$ cat config.mk
export PLATFORM = sky130hd
export DESIGN_NAME = pin_collision_engine_flat
export DESIGN_NICKNAME = d
export VERILOG_FILES = /design/src/rtl/collision_pkg.sv /design/src/rtl/pin_collision_engine_if.sv /design/src/rtl/pin_collision_engine_dist_sq_unit.sv /design/src/rtl/pin_collision_engine.sv /design/src/flat_wrapper.sv
export SDC_FILE = /design/constraint.sdc
export NUM_CORES = 2
export LEC_CHECK = 0
export CAP_MARGIN = 10
export CELL_PAD_IN_SITES_DETAIL_PLACEMENT = 0
export CELL_PAD_IN_SITES_GLOBAL_PLACEMENT = 1
export CORE_UTILIZATION = 46
export DETAILED_ROUTE_END_ITERATION = 8
export GPL_TIMING_DRIVEN = 0
export PLACE_DENSITY = 0.89
export SLEW_MARGIN = 20
export SYNTH_ARGS = -nofsm -noshare
export SYNTH_HDL_FRONTEND = slang
export SYNTH_HIERARCHICAL = 1
export SYNTH_SLANG_ARGS = --single-unit
export TNS_END_PERCENT = 1
$ cat constraint.sdc
create_clock -name clk_in -period 19.3 [get_ports clk_in]
set_clock_uncertainty 0.15 [all_clocks]
set_input_delay 2.895 -clock clk_in [delete_from_list [all_inputs] [get_ports clk_in]]
set_output_delay 2.895 -clock clk_in [all_outputs]
set_load 0.05 [all_outputs]
$ cat src/rtl/collision_pkg.sv
// -----------------------------------------------------------------------------
// collision_pkg
// Shared constants, types and helpers for the pin collision engine.
//   - default geometry (pin count, widths, radii, lane size, transfer shift)
//   - derived hit thresholds on squared centre distance
//   - coordinate / velocity / distance typedefs at the default widths
//   - FSM state encoding
// -----------------------------------------------------------------------------
package collision_pkg;

  localparam int DEF_N_PINS          = 10;
  localparam int DEF_X_W             = 11;
  localparam int DEF_Y_W             = 10;
  localparam int DEF_V_W             = 16;
  localparam int DEF_BALL_RADIUS     = 39;
  localparam int DEF_PIN_RADIUS      = 21;
  localparam int DEF_SCREEN_WIDTH    = 1024;
  localparam int DEF_SCREEN_HEIGHT   = 768;
  localparam int DEF_BALL_XFER_SHIFT = 0;

  // Width that holds dx^2 + dy^2 of two unsigned coordinates without truncation.
  function automatic int d2_width(input int xw, input int yw);
    return 2 * ((xw > yw) ? xw : yw) + 3;
  endfunction

  localparam int DEF_D2_W   = d2_width(DEF_X_W, DEF_Y_W);
  localparam int BALL_HIT_D2 = (DEF_BALL_RADIUS + DEF_PIN_RADIUS) * (DEF_BALL_RADIUS + DEF_PIN_RADIUS);
  localparam int PIN_HIT_D2  = (2 * DEF_PIN_RADIUS) * (2 * DEF_PIN_RADIUS);

  typedef logic        [DEF_X_W-1:0]   coord_x_t;
  typedef logic        [DEF_Y_W-1:0]   coord_y_t;
  typedef logic signed [DEF_V_W-1:0]   vel_t;
  typedef logic        [DEF_D2_W-1:0]  dist2_t;

  typedef enum logic [1:0] {
    S_IDLE,
    S_BALL,
    S_PAIR,
    S_DRAIN
  } state_t;

endpackage

$ cat src/rtl/pin_collision_engine_if.sv
// -----------------------------------------------------------------------------
// pin_collision_engine_if
// Frame snapshot handshake and result bus of the collision engine.
//   master (frame producer): drives valid_in, hit_clear_in, ball/pin state;
//                            observes ready_out, resolved velocities, hits, done
//   slave  (engine)        : the opposite directions
// -----------------------------------------------------------------------------
interface pin_collision_engine_if
  import collision_pkg::*;
#(
  parameter int N_PINS = DEF_N_PINS,
  parameter int X_W    = DEF_X_W,
  parameter int Y_W    = DEF_Y_W,
  parameter int V_W    = DEF_V_W
);
  logic                    valid_in;
  logic                    ready_out;
  logic                    hit_clear_in;
  logic [X_W-1:0]          ball_x;
  logic [Y_W-1:0]          ball_y;
  logic [V_W-1:0]          ball_vx_in;
  logic [V_W-1:0]          ball_vy_in;
  logic [N_PINS*X_W-1:0]   pins_x;
  logic [N_PINS*Y_W-1:0]   pins_y;
  logic [N_PINS*V_W-1:0]   pins_vx_in;
  logic [N_PINS*V_W-1:0]   pins_vy_in;
  logic [N_PINS*V_W-1:0]   pins_vx_out;
  logic [N_PINS*V_W-1:0]   pins_vy_out;
  logic [N_PINS-1:0]       pins_hit;
  logic                    done;

  modport master (
    output valid_in, hit_clear_in, ball_x, ball_y, ball_vx_in, ball_vy_in,
           pins_x, pins_y, pins_vx_in, pins_vy_in,
    input  ready_out, pins_vx_out, pins_vy_out, pins_hit, done
  );

  modport slave (
    input  valid_in, hit_clear_in, ball_x, ball_y, ball_vx_in, ball_vy_in,
           pins_x, pins_y, pins_vx_in, pins_vy_in,
    output ready_out, pins_vx_out, pins_vy_out, pins_hit, done
  );
endinterface

$ cat src/rtl/pin_collision_engine_dist_sq_unit.sv
// -----------------------------------------------------------------------------
// dist_sq_unit
// Registered squared-distance stage between points a and b, plus registered
// on-lane flags for each point.
//   clk_in, rst_in   : clock, synchronous active-high reset
//   i_ax/i_ay        : point a (unsigned)
//   i_bx/i_by        : point b (unsigned)
//   o_d2             : (ax-bx)^2 + (ay-by)^2, one cycle later, full width
//   o_a_on / o_b_on  : point lies inside the lane (x < width, y < height)
// -----------------------------------------------------------------------------
module dist_sq_unit
  import collision_pkg::*;
#(
  parameter  int X_W           = DEF_X_W,
  parameter  int Y_W           = DEF_Y_W,
  parameter  int SCREEN_WIDTH  = DEF_SCREEN_WIDTH,
  parameter  int SCREEN_HEIGHT = DEF_SCREEN_HEIGHT,
  localparam int D2_W          = d2_width(X_W, Y_W)
) (
  input  logic            clk_in,
  input  logic            rst_in,
  input  logic [X_W-1:0]  i_ax,
  input  logic [Y_W-1:0]  i_ay,
  input  logic [X_W-1:0]  i_bx,
  input  logic [Y_W-1:0]  i_by,
  output logic [D2_W-1:0] o_d2,
  output logic            o_a_on,
  output logic            o_b_on
);
  logic signed [X_W:0]    w_dx;
  logic signed [Y_W:0]    w_dy;
  logic signed [D2_W-1:0] w_dx_e;
  logic signed [D2_W-1:0] w_dy_e;
  logic        [D2_W-1:0] w_d2;

  // One extra bit keeps the unsigned difference exact as a signed value.
  assign w_dx   = $signed({1'b0, i_ax}) - $signed({1'b0, i_bx});
  assign w_dy   = $signed({1'b0, i_ay}) - $signed({1'b0, i_by});
  assign w_dx_e = D2_W'(w_dx);
  assign w_dy_e = D2_W'(w_dy);
  assign w_d2   = D2_W'(w_dx_e * w_dx_e + w_dy_e * w_dy_e);

  // NOTE: sequential state uses non-blocking assignments so every register
  // samples pre-edge values regardless of statement order.
  always_ff @(posedge clk_in) begin
    if (rst_in) begin
      o_d2   <= '0;
      o_a_on <= 1'b0;
      o_b_on <= 1'b0;
    end else begin
      o_d2   <= w_d2;
      o_a_on <= (int'(i_ax) < SCREEN_WIDTH) && (int'(i_ay) < SCREEN_HEIGHT);
      o_b_on <= (int'(i_bx) < SCREEN_WIDTH) && (int'(i_by) < SCREEN_HEIGHT);
    end
  end
endmodule

$ cat src/rtl/pin_collision_engine.sv
// -----------------------------------------------------------------------------
// pin_collision_engine
// Time-multiplexed collision resolver: one frame snapshot in, ball-vs-pin sweep
// then all pin pairs through one two-stage squared-distance pipeline, resolved
// pin velocities and sticky hit mask out with a one-cycle done pulse.
//   clk_in : system clock
//   rst_in : synchronous active-high reset (aborts a frame in flight)
//   bus    : slave side of pin_collision_engine_if
//            valid_in/ready_out handshake, hit_clear_in, ball and pin inputs,
//            pins_vx_out/pins_vy_out, pins_hit, done
// -----------------------------------------------------------------------------
module pin_collision_engine
  import collision_pkg::*;
#(
  parameter int N_PINS          = DEF_N_PINS,
  parameter int X_W             = DEF_X_W,
  parameter int Y_W             = DEF_Y_W,
  parameter int V_W             = DEF_V_W,
  parameter int BALL_RADIUS     = DEF_BALL_RADIUS,
  parameter int PIN_RADIUS      = DEF_PIN_RADIUS,
  parameter int SCREEN_WIDTH    = DEF_SCREEN_WIDTH,
  parameter int SCREEN_HEIGHT   = DEF_SCREEN_HEIGHT,
  parameter int BALL_XFER_SHIFT = DEF_BALL_XFER_SHIFT
) (
  input logic                 clk_in,
  input logic                 rst_in,
  pin_collision_engine_if.slave bus
);
  localparam int D2_W  = d2_width(X_W, Y_W);
  localparam int IDX_W = (N_PINS > 1) ? $clog2(N_PINS) : 1;
  localparam logic [D2_W-1:0]  L_BALL_D2 = D2_W'((BALL_RADIUS + PIN_RADIUS) * (BALL_RADIUS + PIN_RADIUS));
  localparam logic [D2_W-1:0]  L_PIN_D2  = D2_W'(4 * PIN_RADIUS * PIN_RADIUS);
  localparam logic [IDX_W-1:0] L_LAST    = IDX_W'(N_PINS - 1);
  localparam logic [IDX_W-1:0] L_LAST_I  = IDX_W'(N_PINS - 2);

  state_t r_state, w_state_next;

  // Frame working copy (positions, ball, evolving pin velocities).
  logic        [X_W-1:0] r_px  [N_PINS];
  logic        [Y_W-1:0] r_py  [N_PINS];
  logic signed [V_W-1:0] r_wvx [N_PINS];
  logic signed [V_W-1:0] r_wvy [N_PINS];
  logic signed [V_W-1:0] w_nvx [N_PINS];
  logic signed [V_W-1:0] w_nvy [N_PINS];
  logic        [X_W-1:0] r_bx;
  logic        [Y_W-1:0] r_by;
  logic signed [V_W-1:0] r_bvx, r_bvy;

  logic [IDX_W-1:0] r_k, r_i, r_j;
  logic             w_accept, w_issue, w_issue_ball;
  logic [IDX_W-1:0] w_ia, w_ib;
  logic [X_W-1:0]   w_ax;
  logic [Y_W-1:0]   w_ay;

  // Stage-1 tag travelling alongside the registered distance.
  logic             r_s1_valid, r_s1_ball;
  logic [IDX_W-1:0] r_s1_a, r_s1_b;
  logic [D2_W-1:0]  w_d2;
  logic             w_a_on, w_b_on;

  logic [N_PINS-1:0]     r_hit, w_hit_next;
  logic [N_PINS*V_W-1:0] r_vx_out, r_vy_out;
  logic                  r_done;

  assign bus.ready_out   = (r_state == S_IDLE) && !rst_in;
  assign bus.pins_vx_out = r_vx_out;
  assign bus.pins_vy_out = r_vy_out;
  assign bus.pins_hit    = r_hit;
  assign bus.done        = r_done;
  assign w_accept        = bus.valid_in && bus.ready_out;

  // NOTE: every signal written in a combinational block gets a default first,
  // so no path leaves it unassigned and no latch is inferred.
  always_comb begin
    w_state_next = r_state;
    w_issue      = 1'b0;
    w_issue_ball = 1'b0;
    unique case (r_state)
      S_IDLE:  if (w_accept) w_state_next = S_BALL;
      S_BALL: begin
        w_issue      = 1'b1;
        w_issue_ball = 1'b1;
        if (r_k == L_LAST) w_state_next = S_PAIR;
      end
      S_PAIR: begin
        w_issue = 1'b1;
        if (r_i == L_LAST_I && r_j == L_LAST) w_state_next = S_DRAIN;
      end
      S_DRAIN: w_state_next = S_IDLE;
      default: w_state_next = S_IDLE;
    endcase
  end

  // Ball sweep uses the ball as point a; pair sweep uses pin i.
  assign w_ia = w_issue_ball ? '0 : r_i;
  assign w_ib = w_issue_ball ? r_k : r_j;
  assign w_ax = w_issue_ball ? r_bx : r_px[r_i];
  assign w_ay = w_issue_ball ? r_by : r_py[r_i];

  dist_sq_unit #(
    .X_W(X_W), .Y_W(Y_W), .SCREEN_WIDTH(SCREEN_WIDTH), .SCREEN_HEIGHT(SCREEN_HEIGHT)
  ) u_dist (
    .clk_in (clk_in),
    .rst_in (rst_in),
    .i_ax   (w_ax),
    .i_ay   (w_ay),
    .i_bx   (r_px[w_ib]),
    .i_by   (r_py[w_ib]),
    .o_d2   (w_d2),
    .o_a_on (w_a_on),
    .o_b_on (w_b_on)
  );

  // Stage 2: compare and resolve. A clear in IDLE lands before any frame hit
  // because the pipeline is empty whenever the engine is idle.
  always_comb begin
    w_nvx      = r_wvx;
    w_nvy      = r_wvy;
    w_hit_next = r_hit;
    if (r_state == S_IDLE && bus.hit_clear_in) w_hit_next = '0;
    if (r_s1_valid) begin
      if (r_s1_ball) begin
        if (w_b_on && w_d2 <= L_BALL_D2) begin
          w_nvx[r_s1_b]      = r_bvx >>> BALL_XFER_SHIFT;
          w_nvy[r_s1_b]      = r_bvy >>> BALL_XFER_SHIFT;
          w_hit_next[r_s1_b] = 1'b1;
        end
      end else if (w_a_on && w_b_on && w_d2 <= L_PIN_D2) begin
        w_nvx[r_s1_a]      = r_wvx[r_s1_b];
        w_nvy[r_s1_a]      = r_wvy[r_s1_b];
        w_nvx[r_s1_b]      = r_wvx[r_s1_a];
        w_nvy[r_s1_b]      = r_wvy[r_s1_a];
        w_hit_next[r_s1_a] = 1'b1;
        w_hit_next[r_s1_b] = 1'b1;
      end
    end
  end

  always_ff @(posedge clk_in) begin
    if (rst_in) begin
      r_state    <= S_IDLE;
      r_k        <= '0;
      r_i        <= '0;
      r_j        <= '0;
      r_s1_valid <= 1'b0;
      r_hit      <= '0;
      r_vx_out   <= '0;
      r_vy_out   <= '0;
      r_done     <= 1'b0;
    end else begin
      r_state    <= w_state_next;
      r_s1_valid <= w_issue;
      r_s1_ball  <= w_issue_ball;
      r_s1_a     <= w_ia;
      r_s1_b     <= w_ib;
      r_hit      <= w_hit_next;
      r_done     <= 1'b0;
      unique case (r_state)
        S_IDLE: r_k <= '0;
        S_BALL: begin
          r_k <= r_k + IDX_W'(1);
          r_i <= '0;
          r_j <= IDX_W'(1);
        end
        S_PAIR: begin
          // Row walk: after the last partner of i, restart one past the next i.
          if (r_j == L_LAST) begin
            r_i <= r_i + IDX_W'(1);
            r_j <= r_i + IDX_W'(2);
          end else begin
            r_j <= r_j + IDX_W'(1);
          end
        end
        S_DRAIN: begin
          r_done <= 1'b1;
          for (int k = 0; k < N_PINS; k++) begin
            r_vx_out[k*V_W +: V_W] <= w_nvx[k];
            r_vy_out[k*V_W +: V_W] <= w_nvy[k];
          end
        end
        default: ;
      endcase
    end
  end

  // NOTE: the working arrays carry no reset; they are fully reloaded on every
  // accept and nothing observes them before that.
  always_ff @(posedge clk_in) begin
    if (w_accept) begin
      r_bx  <= bus.ball_x;
      r_by  <= bus.ball_y;
      r_bvx <= bus.ball_vx_in;
      r_bvy <= bus.ball_vy_in;
      for (int k = 0; k < N_PINS; k++) begin
        r_px[k]  <= bus.pins_x[k*X_W +: X_W];
        r_py[k]  <= bus.pins_y[k*Y_W +: Y_W];
        r_wvx[k] <= bus.pins_vx_in[k*V_W +: V_W];
        r_wvy[k] <= bus.pins_vy_in[k*V_W +: V_W];
      end
    end else begin
      r_wvx <= w_nvx;
      r_wvy <= w_nvy;
    end
  end
endmodule

$ cat src/flat_wrapper.sv
// flat-port wrapper written by rule: the top's interface ports become plain ports
module pin_collision_engine_flat import collision_pkg::*;
#(
  parameter int N_PINS          = DEF_N_PINS,
  parameter int X_W             = DEF_X_W,
  parameter int Y_W             = DEF_Y_W,
  parameter int V_W             = DEF_V_W,
  parameter int BALL_RADIUS     = DEF_BALL_RADIUS,
  parameter int PIN_RADIUS      = DEF_PIN_RADIUS,
  parameter int SCREEN_WIDTH    = DEF_SCREEN_WIDTH,
  parameter int SCREEN_HEIGHT   = DEF_SCREEN_HEIGHT,
  parameter int BALL_XFER_SHIFT = DEF_BALL_XFER_SHIFT
)
  (clk_in, rst_in, bus_valid_in, bus_hit_clear_in, bus_ball_x, bus_ball_y, bus_ball_vx_in, bus_ball_vy_in, bus_pins_x, bus_pins_y, bus_pins_vx_in, bus_pins_vy_in, bus_ready_out, bus_pins_vx_out, bus_pins_vy_out, bus_pins_hit, bus_done);
  pin_collision_engine_if #(.N_PINS(N_PINS), .X_W(X_W), .Y_W(Y_W), .V_W(V_W)) bus_i ();
  input logic clk_in;
  input logic rst_in;
  input wire logic [$bits(bus_i.valid_in)-1:0] bus_valid_in;
  input wire logic [$bits(bus_i.hit_clear_in)-1:0] bus_hit_clear_in;
  input wire logic [$bits(bus_i.ball_x)-1:0] bus_ball_x;
  input wire logic [$bits(bus_i.ball_y)-1:0] bus_ball_y;
  input wire logic [$bits(bus_i.ball_vx_in)-1:0] bus_ball_vx_in;
  input wire logic [$bits(bus_i.ball_vy_in)-1:0] bus_ball_vy_in;
  input wire logic [$bits(bus_i.pins_x)-1:0] bus_pins_x;
  input wire logic [$bits(bus_i.pins_y)-1:0] bus_pins_y;
  input wire logic [$bits(bus_i.pins_vx_in)-1:0] bus_pins_vx_in;
  input wire logic [$bits(bus_i.pins_vy_in)-1:0] bus_pins_vy_in;
  output wire logic [$bits(bus_i.ready_out)-1:0] bus_ready_out;
  output wire logic [$bits(bus_i.pins_vx_out)-1:0] bus_pins_vx_out;
  output wire logic [$bits(bus_i.pins_vy_out)-1:0] bus_pins_vy_out;
  output wire logic [$bits(bus_i.pins_hit)-1:0] bus_pins_hit;
  output wire logic [$bits(bus_i.done)-1:0] bus_done;
  assign bus_i.valid_in = bus_valid_in;
  assign bus_i.hit_clear_in = bus_hit_clear_in;
  assign bus_i.ball_x = bus_ball_x;
  assign bus_i.ball_y = bus_ball_y;
  assign bus_i.ball_vx_in = bus_ball_vx_in;
  assign bus_i.ball_vy_in = bus_ball_vy_in;
  assign bus_i.pins_x = bus_pins_x;
  assign bus_i.pins_y = bus_pins_y;
  assign bus_i.pins_vx_in = bus_pins_vx_in;
  assign bus_i.pins_vy_in = bus_pins_vy_in;
  assign bus_ready_out = bus_i.ready_out;
  assign bus_pins_vx_out = bus_i.pins_vx_out;
  assign bus_pins_vy_out = bus_i.pins_vy_out;
  assign bus_pins_hit = bus_i.pins_hit;
  assign bus_done = bus_i.done;
  pin_collision_engine #(.N_PINS(N_PINS), .X_W(X_W), .Y_W(Y_W), .V_W(V_W), .BALL_RADIUS(BALL_RADIUS), .PIN_RADIUS(PIN_RADIUS), .SCREEN_WIDTH(SCREEN_WIDTH), .SCREEN_HEIGHT(SCREEN_HEIGHT), .BALL_XFER_SHIFT(BALL_XFER_SHIFT)) u_core (.clk_in(clk_in), .rst_in(rst_in), .bus(bus_i));
endmodule
======== Word level (Yosys, flattened, before mapping) ========
Memory sizes are Yosys's and may differ from the RTL's. A register that Yosys moved wholly into a read port is not among the register bits.
Index checks and enable logic that the tools add are counted.
storage, ports and cells
  flip-flop bits (word level) ............. 755
  input port bits ......................... 587
  bits in writable memories ............... 210
  output and inout port bits .............. 332
  memories kept ........................... 2
cells by class
  bitwise logic cells ..................... 5
  $mul .................................... 2
  $lt $le $gt $ge ......................... 14
  reductions and logical operators ........ 20
  $add $sub $neg .......................... 7
  equal/unequal tests ..................... 10
  multiplexer cells ....................... 62
memories
  memory       words  width  rd ports  clocked after memory_dff  wr ports  RTL line                    RTL
  u_core.r_px  10     11     2         1                         10        pin_collision_engine.sv:39  logic [X_W-1:0] r_px [N_PINS];
  u_core.r_py  10     10     2         1                         10        pin_collision_engine.sv:40  logic [Y_W-1:0] r_py [N_PINS];
operators by type and width
  cell                  count
  $mux 160              10
  $bwmux 160            6
  $bmux 16 s4           4
  $mux 16               10
  $demux 16 s4          2
  $mux 10               6
  $or 10x10->10         3
  $mux 4                7
  $add 24x22->25        1
  $le 25x11->1 const B  1
  $le 25x12->1 const B  1
  $mul 12x12->24        1
  $pmux 4 s2            3
  $lt 11x11->1 const B  2
  $mul 11x11->22        1
  $lt 10x10->1 const B  2
  $logic_and 1x1->1     13
  $add 4x1->4 const B   3
  $eq 4x4->1 const B    3
  $sub 11x11->12        1
  $mux 11               1
  $sub 10x10->11        1
  $ge 5x5->1 const B    2
  $lt 4x5->1 const B    2
  17 further kinds      34

======== Depth between registers and ports, before layout ========
  depth after elaboration ................. 11
  depth in mapped cells ................... 44
  mapped depth without buffers ............ 41

======== Cells and area by module ========
Netlist, hierarchy kept.
by module, submodules not included
  module                area each (um2)  times used  cells each  seq. area each (um2)
  pin_collision_engine  54,783.8         1           6,155       21,580.7
  dist_sq_unit          11,727.5         1           1,258       540.5

======== Worst setup path before layout ========
Ideal clock, no wire load.
  kind .................................... input to register
  start point ............................. input rst_in
  end point ............................... register u_core.r_bvx[0] (enable)
  data arrival time ....................... 11,554 ps
  slack ................................... 6,866 ps
  stages .................................. 5
  cells stage by stage .................... nor2b_1 nand2_1 inv_2 clkbuf_1 clkbuf_1
on the way
  word-level cells in the longest chain between the ends .. 3
RTL lines
  element               RTL line                     RTL
  start, declared       flat_wrapper.sv:17           input logic rst_in;
  $logic_not 1->1       pin_collision_engine.sv:65   assign bus.ready_out = (r_state == S_IDLE) && !rst_in;
  $logic_and 1x1->1     pin_collision_engine.sv:65
  $logic_and 1x1->1     pin_collision_engine.sv:70   assign w_accept = bus.valid_in && bus.ready_out;
  via u_core.w_accept   pin_collision_engine.sv:50   logic w_accept, w_issue, w_issue_ball;
  end signal, assigned  pin_collision_engine.sv:192  r_bvx <= bus.ball_vx_in;
  end, declared         pin_collision_engine.sv:47   logic signed [V_W-1:0] r_bvx, r_bvy;
The timed path passes the listed nets, and every way through them passes these cells.
A chain may end at the register's enable or synchronous reset.

======== Final worst setup path ========
  start point ............................. register u_core.r_state[1]
  end point ............................... register u_core.u_dist.o_d2[23]
on the way
  word-level cells in the longest chain between the ends .. 7
  elaborated cells on any way between the ends .. 12
  classes of those cells .................. add/sub (3); mul (2); eq/ne (1); mux (4); memory (2)
RTL lines
  element                                           RTL line                                                                          RTL
  start, declared                                   pin_collision_engine.sv:36                                                        state_t r_state, w_state_next;
  start signal, assigned                            pin_collision_engine.sv:151                                                       r_state <= w_state_next;
  $eq 2x1->1 *                                      pin_collision_engine.sv:78                                                        unique case (r_state)
  $mux 1 *                                          pin_collision_engine.sv:78
  via u_core.w_issue_ball                           pin_collision_engine.sv:50
  $mux 4                                            pin_collision_engine.sv:96                                                        assign w_ib = w_issue_ball ? r_k : r_j;
  $mem_v2 10x11 or $mem_v2 10x10 (tied branches)    n/a
  $sub 11x11->12 or $sub 10x10->11 (tied branches)  pin_collision_engine_dist_sq_unit.sv:37, pin_collision_engine_dist_sq_unit.sv:38
  $mul 12x12->24 or $mul 11x11->22 (tied branches)  pin_collision_engine_dist_sq_unit.sv:41                                           assign w_d2 = D2_W'(w_dx_e * w_dx_e + w_dy_e * w_dy_e);
  $add 24x22->25 *                                  pin_collision_engine_dist_sq_unit.sv:41
  end signal, assigned                              pin_collision_engine_dist_sq_unit.sv:51                                           o_d2 <= w_d2;
  end, declared                                     pin_collision_engine_dist_sq_unit.sv:26                                           output logic [D2_W-1:0] o_d2,
Mark *: on every way through the listed nets, which the timed path passes. The rest lies on a longest branch.

==> results.yml <==
die:
  io_pins: 919
  core_area_sq_um: 143000
  die_h_um: 382
  num_rows: 139
  die_x_um: 382
  die_area_sq_um: 146000
  start_util_pct: 46.4
sta:
  fin_crit_ns: 12.89
  setup_tns_ns: 0
  hold_viol_final: 0
  max_slew_margin_pct: 9.87
  final.period_utilization_pct: 66.8
  final-max-slew-violation-count: 0
  grt_setup_unrepaired: "false"
  setup_violations: 0
  max_freq_mhz: 77.6
  holdWs_ns: 0.303
  tightestPinTransition_ns: 1.35
setup_path:
  required_ns: 19.78
  worstSetupEndpoint: "u_core/u_dist/o_d2[23]"
  crit_path_start_kind: "flop"
  cp-end-kind: "flop"
  r2r_start: "u_core/r_state[1]"
  worstRegToRegCells: 38
  worst-path-max-fanout: 13
  worst-setup-path-type: "flop to flop"
  crit_cells: 38
  arrival_ns: 13.37
  worst_r2r_endpoint: "u_core/u_dist/o_d2[23]"
  slowest_stage: "mux2i_1"
  path_delay_family: "adder cells"
  worstSetupStartpoint: "u_core/r_state[1]"
  rrSetupSlack_ns: 6.41
  cp_num_buf_inv: 13
  slowest_delay_ns: 0.85
synthesis:
  synth_top_area_share_pct: 21.0
  synth_seq_cells: 969
  yosys-top-cells-area: "dfxtp_1 (21%), edfxtp_1 (12%), fa_1 (8.7%)"
  yosys-top-cells-count: "nand2_1 (933), dfxtp_1 (697), o21ai_0 (644), clkbuf_1 (574), and3_1 (401)"
  syn_nets: 8408
  synth_ff_type: "dfxtp_1"
  postSynthAreaPerCell_sq_um: 8.97
  syn-cell-area_sq_um: 66500
  yosysMostFrequentCell: "nand2_1"
  synth-seq-area-share_pct: 33.3
  synthArstFlopShare_pct: 0
  ys_types: 89
  synth_edf_count: 272
  syn-instance-count: 7413
  yosys.area.top_type: "dfxtp_1"
  ys_warn_count: 6
cells_and_area:
  nets: 9504
  drive_above_1_share_pct: 7.43
  area_growth_pct: 24.2
drt:
  ant_nets: 0
  vias_per_cell: 6.89
  vias: 72500
  drc: 4
  dr.pass1.iters: 9
  drt_iter0_drc: 11000
  wl_per_cell_um: 35.5
  wl_um: 374000
status:
  outcome: "complete, but fails checks"
  violations: "DRC"
placement:
  dp_hpwl_um: 306000
  port_buffers: 918
  gp_congestion: 1.10
global_route:
  grt_usage_pct: 49.3
  antenna_found_initial: 31
  grt_pass1_wl_um: 515000
  grt_pass1_vias: 69600
  grt_overflow: 0
  grt_max_degree: 60
min_path:
  hp-class: "flop to flop"
clocking:
  ctsHtreeMaxLevel: 3
  clk_pin_slew_worst_paths_ns: 0.06
  postCtsSetupBuffers: 0
  cts-root-buf: "clkbuf_16"
  cts_tree: "built"
  cts_resized: 0
  clk_latency_ns: 0.78
  cts.sinks: 969
  cts-buffers-inserted: 110
  cts_hold_buffers: 0
  clockBufferDepth: 3
flow_run:
  maxCapViolCount: 0
## how the worst min path moves through the flow
stage	cells after the start	to	from
finish	2	u_core/bus.pins_hit[6]	u_core/bus.pins_hit[6]
CTS	2	u_core/bus.pins_hit[6]	u_core/bus.pins_hit[6]
floorplan	2	u_core/r_k[3]	u_core/r_k[3]
detailed placement	2	u_core/bus.pins_hit[6]	u_core/bus.pins_hit[6]
global placement	1	u_core/bus.pins_hit[3]	u_core/bus.pins_hit[3]
global route	2	u_core/bus.pins_hit[5]	u_core/bus.pins_hit[5]
## registers in the layout, summed over array words and instances, names as in the netlist, 2 cells and up, named ones only
| signal | flops |
|---|---|
| u_core/r_k | 4 |
| u_core/r_py | 100 |
| u_core/r_bx | 11 |
| u_core/r_wvx | 160 |
| u_core/bus.pins_hit | 10 |
| u_core/r_s1_b | 4 |
| u_core/r_bvy | 16 |
| u_core/u_dist/o_d2 | 25 |
| u_core/bus.pins_vx_out | 160 |
| u_core/r_px | 110 |
| u_core/r_j | 4 |
| u_core/r_bvx | 16 |
| u_core/r_by | 10 |
| u_core/r_wvy | 160 |
| u_core/r_state | 2 |
| u_core/bus.pins_vy_out | 160 |
| u_core/r_s1_a | 4 |
| u_core/r_i | 4 |
## worst register-to-register path: cells and delay by family, from the launching register on
family,cells,cell delay [ns]
adder cells (fa/ha/maj),10,4.73
AND/OR/NAND/NOR,2,0.41
multiplexers,2,1.17
AO/OA/AOI/OAI,11,3.24
flip-flops,1,0.35
buffers and inverters,13,2.71
## area by class of cell
class | count | area, sq um
clock inverters | 60 | 806
diodes | 21 | 52.6
multi-input cells | 5317 | 40000
repair buffers | 984 | 9730
flip-flops and latches | 969 | 22100
well taps | 1903 | 2380
plain buffers | 721 | 3020
inverters | 406 | 1520
clock buffers | 145 | 3010
fillers | 13000 | 60900
## cells by family (layout without fill, tap and decap cells)
group           count (synthesis)  in the layout  share of synthesized area, %
xor+xnor                       44             44                         0.619
simple gates                 1966           1966                          14.1
buf+inv                      1127           2316                          6.80
other cells                     0             21                             0
fa+ha+maj                     408            408                          10.9
mux                           349            349                          7.53
flops                         969            969                          33.3
compound gates               2550           2550                          26.7
## metrics by stage
stage | utilization, % | cells | cell area, sq um | worst slack (ns)
finish | 57.6 | 10500 | 82600 | 6.41
floorplan | - | 7413 | 66500 | 6.87
CTS | 57.5 | 10500 | 82500 | 6.51
detailed placement | 54.8 | 10300 | 78700 | 6.53
global route | 57.6 | 10500 | 82600 | 5.69
global placement | 54.4 | 10200 | 78100 | 1.00
## routing by layer
metal / GRT usage (%) / routed length, um
met1: 57.4 / 130000
met2: 73.5 / 158000
met3: 16.7 / 48900
met4: 40.2 / 36100
met5: 0.893 / 600
## cells in the final DEF, fill, tap and decap left out, types with 63 or more instances in the layout
master,n
mux2i_1,92
a21oi_1,129
dfxtp_1,697
o32ai_1,64
inv_1,395
buf_2,106
nor2_1,289
fa_1,290
o22a_1,64
mux2_2,88
nand3_1,72
o21ai_0,644
clkbuf_16,110
a311oi_1,86
a31oi_1,283
clkbuf_1,584
edfxtp_1,272
ha_1,118
clkdlybuf4s50_1,918
a22oi_1,321
nand2_1,933
o31ai_1,259
nand2b_1,82
o22ai_1,288
a221o_1,256
mux4_2,106
mux2_1,63
and3_1,401
Power is not shown: default switching activity piles up to over one toggle a cycle in this logic, so the estimate is an artifact.
